**config.mk**
```make
export PLATFORM = sky130hd
export DESIGN_NAME = mult_seq
export DESIGN_NICKNAME = d
export VERILOG_FILES = /design/src/rtl/mult_seq.sv
export SDC_FILE = /design/constraint.sdc
export NUM_CORES = 1
export LEC_CHECK = 0
export ABC_AREA = 1
export BUFFER_PORTS_ARGS = -buffer_cell sky130_fd_sc_hd__buf_2
export CORE_MARGIN = 10
export CORE_UTILIZATION = 33
export DETAILED_ROUTE_END_ITERATION = 7
export GPL_TIMING_DRIVEN = 1
export PLACE_DENSITY = 0.48
export SYNTH_ARGS = -nofsm -noshare
export SYNTH_HDL_FRONTEND = slang
export SYNTH_SLANG_ARGS = --single-unit
```
**constraint.sdc**
```tcl
create_clock -name clk -period 3.6 [get_ports clk]
set_input_delay 0.54 -clock clk [delete_from_list [all_inputs] [get_ports clk]]
set_output_delay 0.54 -clock clk [all_outputs]
set_load 0.03 [all_outputs]
```
**src/rtl/mult_seq.sv**
```systemverilog
// Sequential radix-2 shift-add multiplier for mult/multu; stalls the PC via busy.
// Optional MULT_EARLY_EXIT_EN: leave RUN as soon as the remaining multiplier is zero.
module mult_seq #(
  parameter int unsigned WIDTH = 32,
  parameter int unsigned CNT_W = 6
) (
  input  logic             clk,
  input  logic             reset,
  input  logic             start,
  input  logic             signed_op,
  input  logic [WIDTH-1:0] a,
  input  logic [WIDTH-1:0] b,
  output logic             busy,
  output logic             done,
  output logic [WIDTH-1:0] hi,
  output logic [WIDTH-1:0] lo
);

  localparam int unsigned PW = 2 * WIDTH;

  typedef enum logic [1:0] {
    S_IDLE = 2'd0,
    S_RUN  = 2'd1,
    S_DONE = 2'd2
  } state_t;

  state_t           state;
  state_t           state_nxt;
  logic [CNT_W-1:0] cnt;
  logic [PW-1:0]    mcand;
  logic [PW-1:0]    prod;
  logic [WIDTH-1:0] mplier;
  logic             neg;

  logic [WIDTH-1:0] a_mag;
  logic [WIDTH-1:0] b_mag;
  logic [WIDTH-1:0] mplier_shr;
  logic [PW-1:0]    prod_step;
  logic [PW-1:0]    result;
  logic             last_step;

  logic             load;
  logic             step;
  logic             commit;
  logic             busy_nxt;
  logic             done_nxt;

  // Operand magnitudes; the most negative value maps onto itself as unsigned.
  always_comb begin
    a_mag = a;
    b_mag = b;
    if (signed_op && a[WIDTH-1]) a_mag = WIDTH'(~a + WIDTH'(1));
    if (signed_op && b[WIDTH-1]) b_mag = WIDTH'(~b + WIDTH'(1));
  end

  // One shift-add step and the sign-corrected product it would commit.
  always_comb begin
    prod_step  = mplier[0] ? PW'(prod + mcand) : prod;
    mplier_shr = mplier >> 1;
    result     = neg ? PW'(~prod_step + PW'(1)) : prod_step;
    last_step  = (cnt == CNT_W'(WIDTH - 1));
`ifdef MULT_EARLY_EXIT_EN
    if (mplier_shr == '0) last_step = 1'b1;
`endif
  end

  // State register.
  always_ff @(posedge clk) begin
    if (reset) state <= S_IDLE;
    else       state <= state_nxt;
  end

  // Next-state logic.
  always_comb begin
    state_nxt = state;
    case (state)
      S_IDLE:  if (start) state_nxt = S_RUN;
      S_RUN:   if (last_step) state_nxt = S_DONE;
      S_DONE:  state_nxt = start ? S_RUN : S_IDLE;
      default: state_nxt = S_IDLE;
    endcase
  end

  // Output / datapath control decode.
  always_comb begin
    load     = 1'b0;
    step     = 1'b0;
    commit   = 1'b0;
    busy_nxt = (state_nxt == S_RUN);
    done_nxt = (state_nxt == S_DONE);
    case (state)
      S_IDLE: load = start;
      S_RUN: begin
        step   = 1'b1;
        commit = last_step;
      end
      S_DONE: load = start;
      default: ;
    endcase
  end

  // Registered status outputs.
  always_ff @(posedge clk) begin
    if (reset) begin
      busy <= 1'b0;
      done <= 1'b0;
    end else begin
      busy <= busy_nxt;
      done <= done_nxt;
    end
  end

  // Operand latch and shift-add datapath; a reset discards any partial product.
  always_ff @(posedge clk) begin
    if (reset) begin
      cnt    <= '0;
      mcand  <= '0;
      mplier <= '0;
      prod   <= '0;
      neg    <= 1'b0;
    end else if (load) begin
      cnt    <= '0;
      mcand  <= {{WIDTH{1'b0}}, a_mag};
      mplier <= b_mag;
      prod   <= '0;
      neg    <= signed_op & (a[WIDTH-1] ^ b[WIDTH-1]);
    end else if (step) begin
      cnt    <= CNT_W'(cnt + CNT_W'(1));
      mcand  <= mcand << 1;
      mplier <= mplier_shr;
      prod   <= prod_step;
    end
  end

  // HI/LO change only on the RUN->DONE edge.
  always_ff @(posedge clk) begin
    if (reset) begin
      hi <= '0;
      lo <= '0;
    end else if (commit) begin
      hi <= result[PW-1:WIDTH];
      lo <= result[WIDTH-1:0];
    end
  end

endmodule

```
==> flow_summary.yaml <==
final_layout:
  fillers: 6700
  area_growth_pct: 15.21
  fin_nets: 3795
  antennaDiodeCount: 0
  fin_area_um2: 22880
  drive_above_1_share_pct: 12.22
route:
  drt_first_pass_iters: 5
  drc: 0
  wl_met1_um: 40220
  avgViaCountPerCell: 4.834
  routed.top_layer: "met4"
  route.met3.wl_um: 5150
  drtIter0Drc: 1704
  vias: 21540
  wl_met2_um: 30040
  drtAntennaViolNets: 0
  wl_um: 76870
  routedWlPerCell_um: 17.25
yosys:
  syn_inst: 3556
  synth_seq_area_share_pct: 23.69
  synth.distinct_cells: 44
  synth_area_um2: 19860
  synth_nets: 3692
  ys_warn_count: 0
  avgSynthCellArea_um2: 5.586
  ys_seq_elements: 235
worst_setup_path:
  crit_type: "flip-flop to flip-flop"
  worstPathArrival_ns: 3.92
  end_kind: "flip-flop"
  r2r_slack_ns: 0.17
  cp-start-kind: "flip-flop"
  cp.required_ns: 4.09
  crit_fanout: 5
floorplan:
  die_w_um: 265.3
  dieHeight_um: 265.3
  dieArea_um2: 70400
  io_pins: 134
  row_count: 89
  start_util_pct: 33.47
  coreArea_um2: 59350
global_routing:
  grt_max_degree: 81
  overflow: 0
  grt_pass1_vias: 19580
  grt_usage_pct: 21.08
  grt_pass1_wl_um: 116400
  antenna_found_initial: 0
power:
  power_density_nw_per_um2: 358.8
  power.clock.fraction_pct: 40.1
  peakVddDrop_uv: 354.5
  combPwrFrac_pct: 25.4
  p_sw_w: 0.002889
  total_power_w: 0.008211
  swShare_pct: 35.19
  leakage_nw: 11.93
  p_seq_share_pct: 34.5
  p_int_w: 0.005322
clocking:
  path_clk_slew_ns: 0.07
  htree_levels: 1
  root_buffer: "clkbuf_16"
  clkLatencyLatePin_ns: 0.59
  clk_path_buf_depth: 3
  cts_buffers: 30
  cts_tree: "built"
  cts_num_sinks: 235
  cts_hold_buf: 0
sta:
  fin_crit_ns: 3.426
  setup-violations-final: 0
  worst_pin_slew_ns: 0.9168
  holdWs_ns: 0.2587
  finalCritPeriodShare_pct: 95.16
  fin_setup_tns_ns: 0
  slew_violations: 0
  grt_setup_unrepaired: "true"
  hold_viol: 0
  slew_headroom_pct: 38.88
  max_clock_freq_mhz: 291.9
  clock_skew_ns: 0.02113
job:
  cap_violations: 0
status:
  status: "finished, final reports clean"
place:
  dp.final_hpwl_um: 62010
  io_buffers: 133
  dpl_cell_area_um2: 21470
  gp_congestion: 0.9420
min_path:
  min_path_type: "input port to flip-flop"
[worst max-delay path, stage by stage (launching register included)]
cell and delay (ns):
dfxtp_1 0.45, ha_1 0.36, nand2_1 0.18, inv_1 0.07, nand2_1 0.07, nand2_1 0.12, a21oi_1 0.26, nand3_2 0.19
nand2_1 0.11, nand3_1 0.08, nand3_1 0.15, nand2_2 0.13, nor2_1 0.17, nand2_1 0.13, nor2_1 0.34, nand3_2 0.12
nand2_2 0.10, nand2_1 0.07, nand2_1 0.05, nand3_1 0.07, nand2_1 0.08, inv_1 0.03
[routing by layer]
| metal | GRT usage [%] | vias up |
|---|---|---|
| met5 | 0 | - |
| met4 | 4.783 | 0 |
| met3 | 3.515 | 69 |
| met2 | 29.61 | 504 |
| met1 | 32.39 | 9619 |
| li1 | - | 11350 |
[power groups by stage]
stage          logic [W]  clock network [W]  registers [W]
2_1_floorplan    0.00133                  0        0.00282
3_3_place_gp     0.00197                  0        0.00289
3_5_place_dp     0.00196                  0        0.00289
4_1_cts          0.00197            0.00337        0.00283
5_1_grt          0.00231            0.00347        0.00284
6_report         0.00208            0.00329        0.00283
[flip-flops by register name, indices dropped and copies added, names as in the netlist]
| signal | cells |
|---|---|
| neg | 1 |
| done | 1 |
| mcand | 64 |
| prod | 64 |
| cnt | 6 |
| mplier | 32 |
| state | 2 |
| lo | 32 |
| busy | 1 |
| hi | 32 |
[placed cells by master (no fill, tap or decap), types with 58 or more instances in the layout]
cell | Yosys | layout
nor2_1 | 281 | 253
inv_1 | 580 | 573
dfxtp_1 | 235 | 230
nand2_1 | 1282 | 1254
buf_4 | 6 | 58
a21oi_1 | 236 | 233
buf_2 | 12 | 133
nand3_1 | 215 | 208
o21ai_0 | 174 | 174
nand2_2 | 40 | 66
[final cells by class]
class | instances | area, um^2 | area share [%]
Clock inverter | 14 | 183.9 | 0.8038
Timing Repair Buffer | 195 | 1181 | 5.162
Multi-Input combinational cell | 2605 | 12740 | 55.66
Tap cell | 773 | 967.2 | 4.227
Clock buffer | 42 | 877.1 | 3.833
Inverter | 592 | 2225 | 9.722
Sequential cell | 235 | 4713 | 20.60
[kinds of logic (layout without fill, tap and decap cells)]
| logic type | Yosys count | in the layout | share of synthesized area, % |
|---|---|---|---|
| fa+ha+maj | 68 | 68 | 4.321 |
| simple gates | 1948 | 1948 | 40.68 |
| compound gates | 534 | 534 | 15.09 |
| flops | 235 | 235 | 23.69 |
| xor+xnor | 55 | 55 | 2.425 |
| buf+inv | 716 | 843 | 13.80 |
[final timing paths]
kind | start | end | cells after the start
max | prod[14] | hi[31] | 21
max reg2reg | prod[14] | hi[31] | 21
min reg2reg | mplier[6] | mplier[6] | 2
min | b[0] | mplier[0] | 3
[metrics by stage]
step	util, %	setup WS (ns)	cells
final	38.55	0.1743	4456
after global routing	38.55	-0.06589	4456
after CTS	37.95	0.09663	4450
after detailed placement	36.17	0.1063	4394
after global placement	36.17	0.08186	4394
after floorplan	-	0.7829	3556
[synthesized netlist by cell type, drive strengths merged]
cell	number	area (um^2)
a211oi	2	15.01
a21boi	1	7.510
a21oi	238	1199
a221oi	2	17.52
a31oi	9	56.30
and2	3	18.77
and3	1	6.260
buf	40	202.7
clkbuf	84	315.3
dfxtp	235	4705
fa	1	20.02
ha	67	838.3
inv	592	2222
nand2	1322	5062
nand3	229	1216
nand3b	4	30.03
nand4	32	200.2
nor2	312	1289
nor3	28	150.1
nor3b	1	7.510
nor4	10	62.56
o2111ai	1	8.760
o211ai	45	337.8
o21a	19	142.6
o21ai	185	948.4
o21bai	11	82.58
o221ai	19	166.4
o31ai	1	7.510
o41ai	1	8.760
or2	6	37.54
xnor2	15	131.4
xor2	40	350.3
[what timing repair did]
action                                  4_1_cts  5_1_grt
endpoints found under the setup margin        0       31
hold endpoints to repair                      0        0
gates resized for setup                       0       96
setup buffers                                 0        6
(Power assumes the default switching activity.)
